**config.mk**
```make
export PLATFORM = sky130hd
export DESIGN_NAME = ram_bist_engine_flat
export DESIGN_NICKNAME = d
export VERILOG_FILES = /design/src/rtl/ram_bist_pkg.sv /design/src/rtl/ram_bist_engine_if.sv /design/src/rtl/ram_bist_addr_gen.sv /design/src/rtl/ram_bist_engine.sv /design/src/flat_wrapper.sv
export SDC_FILE = /design/constraint.sdc
export NUM_CORES = 1
export LEC_CHECK = 0
export BUFFER_PORTS_ARGS = -buffer_cell sky130_fd_sc_hd__buf_4
export CAP_MARGIN = 15
export CORE_ASPECT_RATIO = 1.2
export CORE_MARGIN = 2
export CORE_UTILIZATION = 48
export DETAILED_ROUTE_END_ITERATION = 6
export PLACE_DENSITY_LB_ADDON = 0.2
export SLEW_MARGIN = 20
export SYNTH_ARGS = -nofsm -noshare
export SYNTH_HDL_FRONTEND = slang
export SYNTH_SLANG_ARGS = --single-unit
```
**constraint.sdc**
```tcl
create_clock -name wb_clk_i -period 3.1 [get_ports wb_clk_i]
set_input_delay 0 -clock wb_clk_i [delete_from_list [all_inputs] [get_ports wb_clk_i]]
set_output_delay 0 -clock wb_clk_i [all_outputs]
set_load 0.03 [all_outputs]
```
**src/rtl/ram_bist_pkg.sv**
```systemverilog
// Shared encodings for the RAM BIST engine: FSM states, access phase, mode values
// and the March C- element table (direction, op count, read/write pattern select).
package ram_bist_pkg;

   typedef enum logic [1:0] {
      ST_IDLE   = 2'd0,
      ST_INIT   = 2'd1,
      ST_RUN    = 2'd2,
      ST_FINISH = 2'd3
   } state_t;

   typedef enum logic {
      PH_SETUP  = 1'b0,
      PH_ACCESS = 1'b1
   } phase_t;

   localparam logic MODE_MARCH = 1'b0;
   localparam logic MODE_FILL  = 1'b1;

   // One element = per-address op list: optional read then optional write.
   // *_inv selects ~BG instead of BG as the data pattern.
   typedef struct packed {
      logic down;
      logic has_rd;
      logic rd_inv;
      logic has_wr;
      logic wr_inv;
   } elem_t;

   localparam int         ELEM_CNT  = 6;
   localparam logic [2:0] LAST_ELEM = 3'(ELEM_CNT - 1);
   // Direction bit per element index; E3 and E4 count down.
   localparam logic [7:0] ELEM_DOWN = 8'b0001_1000;

   localparam elem_t FILL_ELEM = '{down: 1'b0, has_rd: 1'b0, rd_inv: 1'b0,
                                   has_wr: 1'b1, wr_inv: 1'b0};

   function automatic elem_t march_elem(input logic [2:0] idx);
      elem_t e;
      e      = '0;
      e.down = ELEM_DOWN[idx];
      case (idx)
         3'd0: begin e.has_wr = 1'b1; end
         3'd1: begin e.has_rd = 1'b1; e.has_wr = 1'b1; e.wr_inv = 1'b1; end
         3'd2: begin e.has_rd = 1'b1; e.rd_inv = 1'b1; e.has_wr = 1'b1; end
         3'd3: begin e.has_rd = 1'b1; e.has_wr = 1'b1; e.wr_inv = 1'b1; end
         3'd4: begin e.has_rd = 1'b1; e.rd_inv = 1'b1; e.has_wr = 1'b1; end
         3'd5: begin e.has_rd = 1'b1; end
         default: e = '0;
      endcase
      return e;
   endfunction

endpackage

```
**src/rtl/ram_bist_engine_if.sv**
```systemverilog
// CPU-side RAM controller port as driven by the BIST engine (master) and
// served by the controller (slave); bist_active tells the IO-block mux who owns it.
interface ram_bist_engine_if;
   logic        bist_active;
   logic [15:0] addr_out;
   logic        web_out;
   logic [7:0]  wdata_out;
   logic [7:0]  rdata_in;

   modport master (
      output bist_active, addr_out, web_out, wdata_out,
      input  rdata_in
   );

   modport slave (
      input  bist_active, addr_out, web_out, wdata_out,
      output rdata_in
   );
endinterface

```
**src/rtl/ram_bist_addr_gen.sv**
```systemverilog
// Up/down address counter with load to 0 or DEPTH-1 and a last-address flag.
// Registered count, one step per enabled cycle; never steps past the end value.
module ram_bist_addr_gen #(
   parameter int DEPTH = 4096,
   parameter int AW    = $clog2(DEPTH)
) (
   input  logic          wb_clk_i,
   input  logic          rst_n,
   input  logic          load,
   input  logic          load_top,
   input  logic          step,
   input  logic          down,
   output logic [AW-1:0] addr,
   output logic          last
);

   localparam logic [AW-1:0] TOP = AW'(DEPTH - 1);

   always_ff @(posedge wb_clk_i) begin
      if (!rst_n) begin
         addr <= '0;
      end else if (load) begin
         addr <= load_top ? TOP : '0;
      end else if (step && !last) begin
         addr <= down ? addr - AW'(1) : addr + AW'(1);
      end
   end

   // Explicit end-value compare keeps the element boundary independent of wrap.
   assign last = down ? (addr == '0) : (addr == TOP);

endmodule

```
**src/rtl/ram_bist_engine.sv**
```systemverilog
// March C- / fill engine driving the RAM controller port; every access is SETUP+ACCESS (2 cycles).
// Stops at the first miscompare, pulses done in FINISH; start is honoured only in IDLE.
module ram_bist_engine
   import ram_bist_pkg::*;
#(
   parameter int          DEPTH = 4096,
   parameter logic [7:0]  BG    = 8'h00
) (
   input  logic                     wb_clk_i,
   input  logic                     rst_n,
   input  logic                     start,
   input  logic                     mode,
   input  logic [7:0]               fill_value,
   ram_bist_engine_if.master        bus,
   output logic                     done,
   output logic                     fail,
   output logic [15:0]              fail_addr,
   output logic [7:0]               fail_data
);

   localparam int AW = $clog2(DEPTH);

   state_t     state_q, state_d;
   phase_t     phase_q, phase_d;
   logic [2:0] elem_q, elem_d;
   logic       op_q, op_d;
   logic       mode_q;
   logic [7:0] fill_q;

   logic          addr_load, addr_load_top, addr_step, addr_last;
   logic [AW-1:0] addr;
   logic          start_acc, miscompare;

   elem_t      cur;
   logic       is_rd, is_wr, last_op, last_elem, next_down;
   logic [7:0] exp_dat, wr_dat;

   ram_bist_addr_gen #(.DEPTH(DEPTH), .AW(AW)) u_addr_gen (
      .wb_clk_i (wb_clk_i),
      .rst_n    (rst_n),
      .load     (addr_load),
      .load_top (addr_load_top),
      .step     (addr_step),
      .down     (cur.down),
      .addr     (addr),
      .last     (addr_last)
   );

   // Current op decode: read (if any) is op 0, write follows as op 1.
   always_comb begin
      cur       = (mode_q == MODE_FILL) ? FILL_ELEM : march_elem(elem_q);
      is_rd     = cur.has_rd && !op_q;
      is_wr     = cur.has_wr && (op_q || !cur.has_rd);
      last_op   = op_q || !(cur.has_rd && cur.has_wr);
      last_elem = (mode_q == MODE_FILL) || (elem_q == LAST_ELEM);
      next_down = ELEM_DOWN[3'(elem_q + 3'd1)];
      exp_dat   = cur.rd_inv ? ~BG : BG;
      wr_dat    = (mode_q == MODE_FILL) ? fill_q : (cur.wr_inv ? ~BG : BG);
   end

   always_ff @(posedge wb_clk_i) begin
      if (!rst_n) begin
         state_q <= ST_IDLE;
         phase_q <= PH_SETUP;
         elem_q  <= '0;
         op_q    <= 1'b0;
      end else begin
         state_q <= state_d;
         phase_q <= phase_d;
         elem_q  <= elem_d;
         op_q    <= op_d;
      end
   end

   always_comb begin
      state_d       = state_q;
      phase_d       = phase_q;
      elem_d        = elem_q;
      op_d          = op_q;
      addr_load     = 1'b0;
      addr_load_top = 1'b0;
      addr_step     = 1'b0;
      start_acc     = 1'b0;
      miscompare    = 1'b0;
      case (state_q)
         ST_IDLE: begin
            if (start) begin
               start_acc = 1'b1;
               state_d   = ST_INIT;
            end
         end
         ST_INIT: begin
            addr_load = 1'b1;
            elem_d    = '0;
            op_d      = 1'b0;
            phase_d   = PH_SETUP;
            state_d   = ST_RUN;
         end
         ST_RUN: begin
            if (phase_q == PH_SETUP) begin
               phase_d = PH_ACCESS;
            end else begin
               phase_d = PH_SETUP;
               if (is_rd && (bus.rdata_in != exp_dat)) begin
                  miscompare = 1'b1;
                  state_d    = ST_FINISH;
               end else if (!last_op) begin
                  op_d = 1'b1;
               end else begin
                  op_d = 1'b0;
                  if (!addr_last) begin
                     addr_step = 1'b1;
                  end else if (last_elem) begin
                     state_d = ST_FINISH;
                  end else begin
                     elem_d        = 3'(elem_q + 3'd1);
                     addr_load     = 1'b1;
                     addr_load_top = next_down;
                  end
               end
            end
         end
         ST_FINISH: begin
            state_d = ST_IDLE;
         end
         default: state_d = ST_IDLE;
      endcase
   end

   always_ff @(posedge wb_clk_i) begin
      if (!rst_n) begin
         mode_q    <= MODE_MARCH;
         fill_q    <= '0;
         fail      <= 1'b0;
         fail_addr <= '0;
         fail_data <= '0;
      end else if (start_acc) begin
         mode_q    <= mode;
         fill_q    <= fill_value;
         fail      <= 1'b0;
         fail_addr <= '0;
         fail_data <= '0;
      end else if (miscompare) begin
         fail      <= 1'b1;
         fail_addr <= bus.addr_out;
         fail_data <= bus.rdata_in;
      end
   end

   // Write strobe only in ACCESS so the controller's registered bank select has settled.
   assign bus.bist_active = (state_q != ST_IDLE);
   assign bus.addr_out    = 16'(addr);
   assign bus.wdata_out   = (state_q == ST_RUN) ? wr_dat : 8'h00;
   assign bus.web_out     = !((state_q == ST_RUN) && (phase_q == PH_ACCESS) && is_wr);
   assign done            = (state_q == ST_FINISH);

endmodule

```
**src/flat_wrapper.sv**
```systemverilog
// flat-port wrapper written by rule: the top's interface ports become plain ports
module ram_bist_engine_flat import ram_bist_pkg::*;
#(
   parameter int          DEPTH = 4096,
   parameter logic [7:0]  BG    = 8'h00
)
  (wb_clk_i, rst_n, start, mode, fill_value, done, fail, fail_addr, fail_data, bus_bist_active, bus_addr_out, bus_web_out, bus_wdata_out, bus_rdata_in);
  ram_bist_engine_if bus_i ();
  input  logic wb_clk_i;
  input  logic rst_n;
  input  logic start;
  input  logic mode;
  input  logic [7:0] fill_value;
  output logic done;
  output logic fail;
  output logic [15:0] fail_addr;
  output logic [7:0] fail_data;
  output wire logic [$bits(bus_i.bist_active)-1:0] bus_bist_active;
  output wire logic [$bits(bus_i.addr_out)-1:0] bus_addr_out;
  output wire logic [$bits(bus_i.web_out)-1:0] bus_web_out;
  output wire logic [$bits(bus_i.wdata_out)-1:0] bus_wdata_out;
  input wire logic [$bits(bus_i.rdata_in)-1:0] bus_rdata_in;
  assign bus_bist_active = bus_i.bist_active;
  assign bus_addr_out = bus_i.addr_out;
  assign bus_web_out = bus_i.web_out;
  assign bus_wdata_out = bus_i.wdata_out;
  assign bus_i.rdata_in = bus_rdata_in;
  ram_bist_engine #(.DEPTH(DEPTH), .BG(BG)) u_core (.wb_clk_i(wb_clk_i), .rst_n(rst_n), .start(start), .mode(mode), .fill_value(fill_value), .bus(bus_i), .done(done), .fail(fail), .fail_addr(fail_addr), .fail_data(fail_data));
endmodule
```
; Word level (Yosys, flattened, before mapping)
; Memory sizes are Yosys's and may differ from the RTL's. A register that Yosys moved wholly into a read port is not among the register bits.
; Index checks and enable logic that the tools add are counted.
[word_totals]
elab_cells = 127
register_bits = 49
in_bits = 20
romBits = 16
out_inout_bits = 52
mem_count = 2
[classes]
n_reduce_logical = 30
n_eq_ne = 19
addsub = 3
mux = 60
bitwise = 1
order_cmp = 2
[mem_list]
columns = name, depth, width, read_ports, rd_clocked_by_memory_dff, write_ports, line_no
row1 = (name not given), 8, 1, 1, 0, 0, ram_bist_engine.sv:56  ; next_down = ELEM_DOWN[3'(elem_q + 3'd1)];
row2 = (name not given), 8, 1, 1, 1, 0, ram_bist_pkg.sv:41  ; e.down = ELEM_DOWN[idx];
[ops]
columns = cell, count
row1 = $mux W12, 4
row2 = $mux W1, 33
row3 = $mux W8, 4
row4 = $mux W3, 7
row5 = $add A12 B1 Y12 const B, 1
row6 = $eq A12 B12 Y1 const B, 1
row7 = $logic_not A12 Y1, 1
row8 = $mux W2, 6
row9 = $sub A12 B1 Y12 const B, 1
row10 = $reduce_or A5 Y1, 2
row11 = $ne A3 B1 Y1 const B, 3
row12 = $lt A3 B4 Y1 const B, 2
row13 = $ne A8 B8 Y1, 1
row14 = $pmux W2 S4, 1
row15 = $logic_and A1 B1 Y1, 7
row16 = $eq A3 B2 Y1 const B, 2
row17 = $eq A3 B3 Y1 const B, 2
row18 = $ne A2 B1 Y1 const B, 3
row19 = $ne A2 B2 Y1 const B, 3
row20 = $pmux W1 S2, 3
row21 = $pmux W3 S2, 1
row22 = $reduce_and A6 Y1, 1
row23 = $reduce_bool A2 Y1, 3
row24 = $reduce_or A2 Y1, 3
row25 = other kinds (13), 20

; Depth between registers and ports, before layout
; Gate-level depths: netlist of run 1.
[depth]
ltp_word = 14
ltp_mapped = 13
ltp_nobuf = 11

; Cells and area by module
; From an unflattened synthesis of run 1, not the netlist that was laid out.
[hier_totals]
cells_unflattened = 359
hier_area_um2 = 3109.2
[modules_own_cells]
columns = module, instances, area_each_um2, cells_each, seq_area_each_um2
row1 = ram_bist_engine, 1, 2048.2, 232, 760.7
row2 = ram_bist_addr_gen, 1, 1061.0, 127, 240.2

; Least setup slack after synthesis of run 1
; OpenSTA, ideal clock, no wires.
[synth_path]
path_type = flip-flop to flip-flop
from = reg u_core.mode_q
to = reg u_core.u_addr_gen.addr[9]
path_slack_ps = 581
path_buffers = 2
arrival_ps = 2461
required_time_ps = 3041
synth_period_minus_slack_ps = 2519
setup_time_ps = 59
path_stages_with_launch = 12
path_cell_list = dfxtp_1 -> buf_2 -> nor2b_1 -> and2_1 -> buf_2 -> ha_1 -> a21oi_1 -> o211ai_1 -> o41ai_1 -> a221oi_1 -> o311ai_0 -> o311a_2
[synth_via]
elab_chain_len = 10
word_cells_on_any_way = 34
classes_between = 1 x eq/ne / 24 x mux / 9 x reduce/logical
[synth_lines]
columns = item, line_no
row1 = from (decl), ram_bist_engine.sv:27  ; logic mode_q;
row2 = from (signal assigned), ram_bist_engine.sv:138  ; mode_q <= mode;
row3 = branches (longest 10 deep; another with $mux W12), -
row4 = to (signal assigned), ram_bist_addr_gen.sv:23  ; addr <= load_top ? TOP : '0;
row5 = to (signal assigned), ram_bist_addr_gen.sv:25  ; addr <= down ? addr - AW'(1) : addr + AW'(1);
row6 = to (decl), ram_bist_addr_gen.sv:13  ; output logic [AW-1:0] addr,
; Several ways; the timed one is not identified. The select of a mux whose other input is x is not followed.
; A chain may end at the register's enable or synchronous reset.

; Final worst setup path of run 1
[layout_path]
from = reg u_core.elem_q[2]
to = reg u_core.u_addr_gen.addr[9]
[layout_via]
elab_chain_len = 13
word_cells_on_any_way = 51
classes_between = 1 x add/sub / 6 x eq/ne / 29 x mux / 14 x reduce/logical / 1 x memory
[layout_lines]
columns = item, line_no
row1 = from (decl), ram_bist_engine.sv:25  ; logic [2:0] elem_q, elem_d;
row2 = from (signal assigned), ram_bist_engine.sv:70  ; elem_q <= elem_d;
row3 = branches (longest 13 deep; another with $add A3 B1 Y3), -
; Several ways; the timed one is not identified. The select of a mux whose other input is x is not followed.

==> impl_metrics.ini, run 1 <==
[synthesis]
syn_inst = 372
ys.flop_type = dfxtp_1
synth-edff-count = 0
ys_seq_area_frac = 0.334
syn_avg_cell_area_sq_um = 8.05
async_flop_share = 0
yosysWarnings = 0
synth.lib_cells_used.distinct = 56
yosys_register_bits = 50
syn-cell-area_sq_um = 2990

[global_route]
grt_max_degree = 22
grt_pass1_wl_mm = 13.1
grt_overflow = 0
antenna_found_initial = 0
gr-usage-all-layers = 0.231
grt_pass1_vias = 2718

[detailed_routing]
drtAntennaViolNets = 0
wirelength_mm = 7.85
drc = 0
first_pass_iters = 4
first_iter_violations = 128
wire_per_inst_um = 14.8
dr_total_vias = 2865
viasPerCell = 5.42

[timing]
period_share = 0.886
worst_slew_pin_slew_ps = 683
finalSetupViolCount = 0
fin_crit_ps = 2750
rsz0062_at_grt = no
hold_viol = 0
slew_headroom = 0.543
fin_skew_ps = 10.2
fmax_mhz = 364
finalSetupTns_ps = 0
setup_slack_ps = 353
slew_violations = 0

[finish]
instances_no_fill = 529
finalNetCount = 487
design_area_sq_um = 3750
diodes = 0
area_growth_syn_to_layout_pct = 25.3
n_fill_cell = 562
drive_gt1_frac = 0.208

[power_and_ir_drop]
ir_drop_v = 0.000393
power_density_nw_per_um2 = 612
p_leak_nw = 1.55

[cts]
numCtsBuffers = 5
clock_latency_ps = 310
cts_tree = built
clkTransAtPathRegs_ps = 100
clock_sinks = 50
postCtsResizedCells = 0
h-tree-depth = 2
clockRootBuffer = clkbuf_8
cts_buffer_depth = 2

[outcome]
status = finished clean

[floorplan]
pin_count = 72
die_h_um = 90.5
core_area_sq_um = 6050
die_w_um = 76.1
std_cell_rows = 31
die_area_sq_um = 6890
initial_core_util = 0.495

[placement]
dp_hpwl_mm = 5.48
gp_congestion = 0.938
dp_cells = 504
io_buffer_count = 63
post-place-ws_ps = 383
dpl-instance-area_sq_um = 3480

[job]
maxCapViolCount = 0

[setup_path]
critical_path_class = reg2reg
cp_max_fo = 10
cp-end-kind = register
crit_required_ps = 3360
setup.worst_path.start_class = register
arrival_ps = 3010

[hold_path]
hp-class = in2reg
==> per-layer routing <==
layer / up-vias / GRT usage / share of wire
li1: 1442 / - / -
met1: 1335 / 0.288 / 0.44
met2: 80 / 0.389 / 0.50
met3: 8 / 0.0480 / 0.046
met4: 0 / 0.0894 / 0.013
met5: - / 0 / 0
==> final cells by class <==
cell class	count	area (sq um)	share of cell area
multi-input combinational	282	1780	0.476
clock buffer	5	68.8	0.0184
sequential	50	1000	0.267
timing repair buffer	86	688	0.184
clock inverter	3	26.3	0.00701
tap	82	103	0.0274
inverter	21	78.8	0.0210
==> power breakdown <==
group / switching (W) / leakage [nW] / total [W] / internal, W
Clock: 0.000233 / 0.0491 / 0.000399 / 0.000166
Sequential: 0.000151 / 0.405 / 0.000890 / 0.000739
Combinational: 0.000621 / 1.09 / 0.00101 / 0.000385
==> kinds of logic (layout without fill, tap and decap cells) <==
kind of cell	after synthesis	count (layout)	share of synthesized area
simple gates	135	135	0.212
flops	50	50	0.334
other cells	1	8	0.00125
buf+inv	47	115	0.0782
mux	7	7	0.0242
xor+xnor	7	7	0.0205
compound gates	104	104	0.240
fa+ha+maj	21	21	0.0903
==> metrics by stage <==
step | utilization | total power [W] | hold WS, ps
floorplan | - | 0.00158 | 136
global placement | 0.576 | 0.00186 | 249
detailed placement | 0.576 | 0.00188 | 257
CTS | 0.620 | 0.00231 | 11.4
global route | 0.620 | 0.00244 | 27.0
finish | 0.620 | 0.00230 | 29.9
==> cell usage after synthesis (2+ instances only) <==
library cell / instances / share of area
a211oi_1: 3 / 0.0075
a21o_1: 2 / 0.0050
a21oi_1: 45 / 0.075
and2_1: 3 / 0.0063
buf_2: 7 / 0.012
buf_4: 9 / 0.023
buf_6: 2 / 0.0075
clkbuf_1: 7 / 0.0088
dfxtp_1: 50 / 0.33
ha_1: 20 / 0.084
inv_1: 21 / 0.026
mux2_2: 2 / 0.0075
mux2i_1: 5 / 0.017
nand2_1: 74 / 0.093
nand2b_1: 5 / 0.010
nand3_1: 8 / 0.013
nand4_1: 6 / 0.013
nor2_1: 14 / 0.018
nor2b_1: 4 / 0.0084
nor3_1: 4 / 0.0067
nor4_1: 6 / 0.013
nor4_2: 2 / 0.0084
o211ai_1: 4 / 0.010
o21a_1: 5 / 0.013
o21ai_0: 16 / 0.027
o311a_1: 6 / 0.020
o311a_2: 4 / 0.015
o31ai_1: 5 / 0.013
xnor2_1: 3 / 0.0088
xor2_1: 4 / 0.012
==> flip-flops by register name (all words and copies together) (netlist names), named ones only <==
| signal | count |
|---|---|
| u_core.u_addr_gen.addr | 12 |
| u_core.fail_addr | 12 |
| u_core.elem_q | 3 |
| u_core.fill_q | 8 |
| u_core.op_q | 1 |
| u_core.mode_q | 1 |
| u_core.fail | 1 |
| u_core.fail_data | 8 |
| u_core.phase_q | 1 |
| u_core.state_q | 2 |
==> path summary, 6_finish.rpt <==
check | depth (start not counted) | end | from | slack, ps
hold reg to reg | 2 | u_core.fill_q[3]$_SDFFE_PN0P_ | u_core.fill_q[3]$_SDFFE_PN0P_ | 460
setup / recovery | 9 | u_core.u_addr_gen.addr[9]$_SDFFE_PN0P_ | u_core.elem_q[2]$_SDFFE_PN0N_ | 350
setup reg to reg | 9 | u_core.u_addr_gen.addr[9]$_SDFFE_PN0P_ | u_core.elem_q[2]$_SDFFE_PN0N_ | 350
hold / removal | 2 | u_core.u_addr_gen.addr[3]$_SDFFE_PN0P_ | rst_n | 30
==> cells in the final DEF, fill, tap and decap left out, types with 6 or more instances in the layout <==
| cell | count |
|---|---|
| a21oi_1 | 45 |
| buf_4 | 69 |
| conb_1 | 8 |
| dfxtp_1 | 50 |
| dlygate4sd3_1 | 17 |
| ha_1 | 20 |
| inv_1 | 21 |
| nand2_1 | 74 |
| nand3_1 | 8 |
| nand4_1 | 6 |
| nor2_1 | 14 |
| nor4_1 | 6 |
| o21ai_0 | 15 |
| o311a_1 | 6 |
==> repair_timing <==
item,CTS,global route
setup buffers,0,0
hold buffers,17,0
hold endpoints to repair,17,0
==> worst max-delay path, cell delays in order (launching register included) <==
cell,delay (ps)
dfxtp_1,530
nand2_1,150
and2_1,260
ha_1,300
a21oi_1,200
o211ai_1,190
o41ai_1,520
a221oi_1,190
o311ai_0,140
o311a_2,230
(Power assumes the default switching activity.)
==> inputs of run 2 (changes only) <==
SYNTH_HIERARCHICAL = 1   (was default)
==> run 2 against run 1 <==
- largest cell class unchanged
- first-iteration DRC count shrank 10%
- critical endpoint is now u_core/u_addr_gen/addr[1]$_SDFFE_PN0P_
- the run now ends with negative setup slack left
- global-route usage shrank 1.5 points
- clock skew grew 4.4 ps
- largest power group unchanged
==> impl_metrics.ini, run 2 <==
[setup_path]
cp-end-kind = register
path_common_cell = or4_4
cp_slowest_stage_delay_ps = 550
crit_path_start = u_core/elem_q[0]$_SDFFE_PN0N_
reg2reg_setup_slack_ps = -120
cp_max_fo = 8
arrival_ps = 3430
timing.rr.start = u_core/elem_q[0]$_SDFFE_PN0N_
setup.worst_path.start_class = register
crit_required_ps = 3300
path_cells = inv_4 -> ha_4 -> nor3b_4 -> nor4b_4 -> nand4b_1 -> or4_4 -> nand2_4 -> nand2_2 -> or4_4 -> a21boi_4 -> nand2b_4 -> buf_6 -> o211ai_1 -> o211a_1
cp_slowest_cell = or4_4
critical_path_class = reg2reg

[detailed_routing]
dr_total_vias = 2922
viasPerCell = 5.37
wl_met1_mm = 3.21
drc = 0
top_layer = met4
drtAntennaViolNets = 0
wirelength_mm = 8.05
met2_length_mm = 4.37
first_pass_iters = 5
first_iter_violations = 115
wire_per_inst_um = 14.8
wl_met3_um = 250

[synthesis]
ys.flop_type = dfxtp_1
synth-edff-count = 0
synth.lib_cells_used.distinct = 56
synthTopCellsByArea = dfxtp_1 32%, mux2i_1 9.7%, ha_1 8.9%
async_flop_share = 0
yosys_register_bits = 50
yosysWarnings = 6
yosysTopAreaCellShare = 0.322
yosysTopAreaCell = dfxtp_1
yosysMostFrequentCell = dfxtp_1
yosys-top-cells-count = 50 x dfxtp_1, 39 x nand2_1, 30 x mux2i_1, 30 x nor2_1, 23 x a21oi_1
syn-cell-area_sq_um = 3110
syn_avg_cell_area_sq_um = 8.66
ys_seq_area_frac = 0.322
syn_inst = 359

[outcome]
status = complete, but fails checks
violations = negative setup slack

[cts]
clkTransAtPathRegs_ps = 100
cts_buffer_depth = 2
clock_sinks = 50
clockRootBuffer = clkbuf_8
cts_tree = built
clock_latency_ps = 310
numCtsBuffers = 5
h-tree-depth = 2

[power_and_ir_drop]
p_leak_nw = 1.78
ir_drop_v = 0.000388
power_density_nw_per_um2 = 559

[finish]
layout_common_cells = 84 x buf_4, 48 x dfxtp_1, 37 x nand2_1
instances_no_fill = 544
diodes = 0
n_fill_cell = 549
final_common_cell = buf_4
top_regs = u_core/fail_addr: 12 flops, u_core/u_addr_gen/addr: 12 flops
drive_gt1_frac = 0.285
design_area_sq_um = 4210
finalNetCount = 501
area_growth_syn_to_layout_pct = 35.3

[floorplan]
pin_count = 72
std_cell_rows = 32
initial_core_util = 0.488
core_area_sq_um = 6370
die_area_sq_um = 7140
die_h_um = 92.2
die_w_um = 77.5

[global_route]
grt_pass1_vias = 2677
gr-usage-all-layers = 0.215
grt_max_degree = 32
antenna_found_initial = 0
grt_pass1_wl_mm = 12.5
grt_overflow = 0

[timing]
rsz0062_at_grt = yes
hold_viol = 0
finalSetupViolCount = 10
slew_headroom = 0.511
slew_violations = 0
finalSetupTns_ps = -513
worst_slew_pin_slew_ps = 732
fmax_mhz = 310
setup_slack_ps = -125
period_share = 1.04
fin_skew_ps = 14.6
whs_ps = 92.9
fin_crit_ps = 3220

[hold_path]
hp-class = in2reg
min_from = rst_n

[placement]
dp_hpwl_mm = 5.71
io_buffer_count = 63
dpl-instance-area_sq_um = 3760
gp_congestion = 0.840
dp_cells = 509

[job]
maxCapViolCount = 0
[run 2: cell types whose count changed after synthesis, sizes merged, moves of 4 or more]
| cell | before | now |
|---|---|---|
| a21oi | 45 | 23 |
| mux2i | 5 | 31 |
| o21a | 5 | 1 |
| buf | 19 | 14 |
| a21boi | 0 | 13 |
| nand2b | 5 | 11 |
| o311a | 11 | 0 |
| o31ai | 5 | 1 |
| nand2 | 74 | 39 |
| o211a | 0 | 4 |
| nor2 | 15 | 30 |
[run 2: metal layers]
metal / global-route usage / vias to the layer above
met5: 0 / -
met1: 0.254 / 1394
met3: 0.0207 / 20
met4: 0.0804 / 0
li1: - / 1437
met2: 0.399 / 71
[run 2: final cells by class]
| class | instances | area, sq um | share of cell area |
|---|---|---|---|
| Clock inverter | 3 | 43.8 | 0.0104 |
| Timing Repair Buffer | 106 | 857 | 0.204 |
| Sequential cell | 50 | 1010 | 0.240 |
| Multi-Input combinational cell | 275 | 2050 | 0.486 |
| Tap cell | 85 | 106 | 0.0253 |
| Inverter | 20 | 77.6 | 0.0184 |
| Clock buffer | 5 | 68.8 | 0.0164 |
[run 2: critical path: cells and delay by family (launching register included)]
kind | cells | cell delay (ps)
AND/OR/NAND/NOR | 8 | 1850
flip-flops | 1 | 420
adder cells (fa/ha/maj) | 1 | 160
AO/OA/AOI/OAI | 3 | 510
buffers and inverters | 2 | 160
[run 2: what timing repair did]
item,4_1_cts,5_1_grt
setup buffers,1,9
pin swaps,2,12
hold buffers,17,0
setup endpoints to repair,9,12
hold endpoints to repair,17,0
gates cloned,0,0
gates resized for setup,1,18
[run 2: cell families (layout without fill, tap and decap cells)]
group	after synthesis	count (layout)	share of synthesized area
AO/OA/AOI/OAI	72	72	0.151
other	1	8	0.00121
buffers and inverters	41	134	0.0712
adder cells (fa/ha/maj)	23	23	0.0950
AND/OR/NAND/NOR	132	132	0.231
XOR/XNOR	9	9	0.0254
flip-flops	50	50	0.322
multiplexers	31	31	0.104
[run 2: through the flow]
stage | utilization | total power, W | setup WS, ps
floorplan | - | 0.00147 | -21.8
finish | 0.661 | 0.00235 | -125
detailed placement | 0.591 | 0.00177 | -64.0
global route | 0.661 | 0.00249 | -219
global placement | 0.591 | 0.00176 | 52.5
CTS | 0.638 | 0.00226 | -12.8
[run 2: path summary, 6_finish.rpt]
path	endpoint	depth (start not counted)
worst min-delay path	u_core/u_addr_gen/addr[3]$_SDFFE_PN0P_	2
worst max register to register	u_core/u_addr_gen/addr[1]$_SDFFE_PN0P_	14
worst max-delay path	u_core/u_addr_gen/addr[1]$_SDFFE_PN0P_	14
worst min register to register	u_core/fill_q[1]$_SDFFE_PN0P_	2
[run 2: where the power goes]
group	internal, W	leakage, nW	total (W)	switching [W]
registers	0.000732	0.407	0.000862	0.000129
clock network	0.000242	0.0585	0.000465	0.000223
logic	0.000435	1.31	0.00103	0.000592
total	0.00141	1.78	0.00235	0.000945
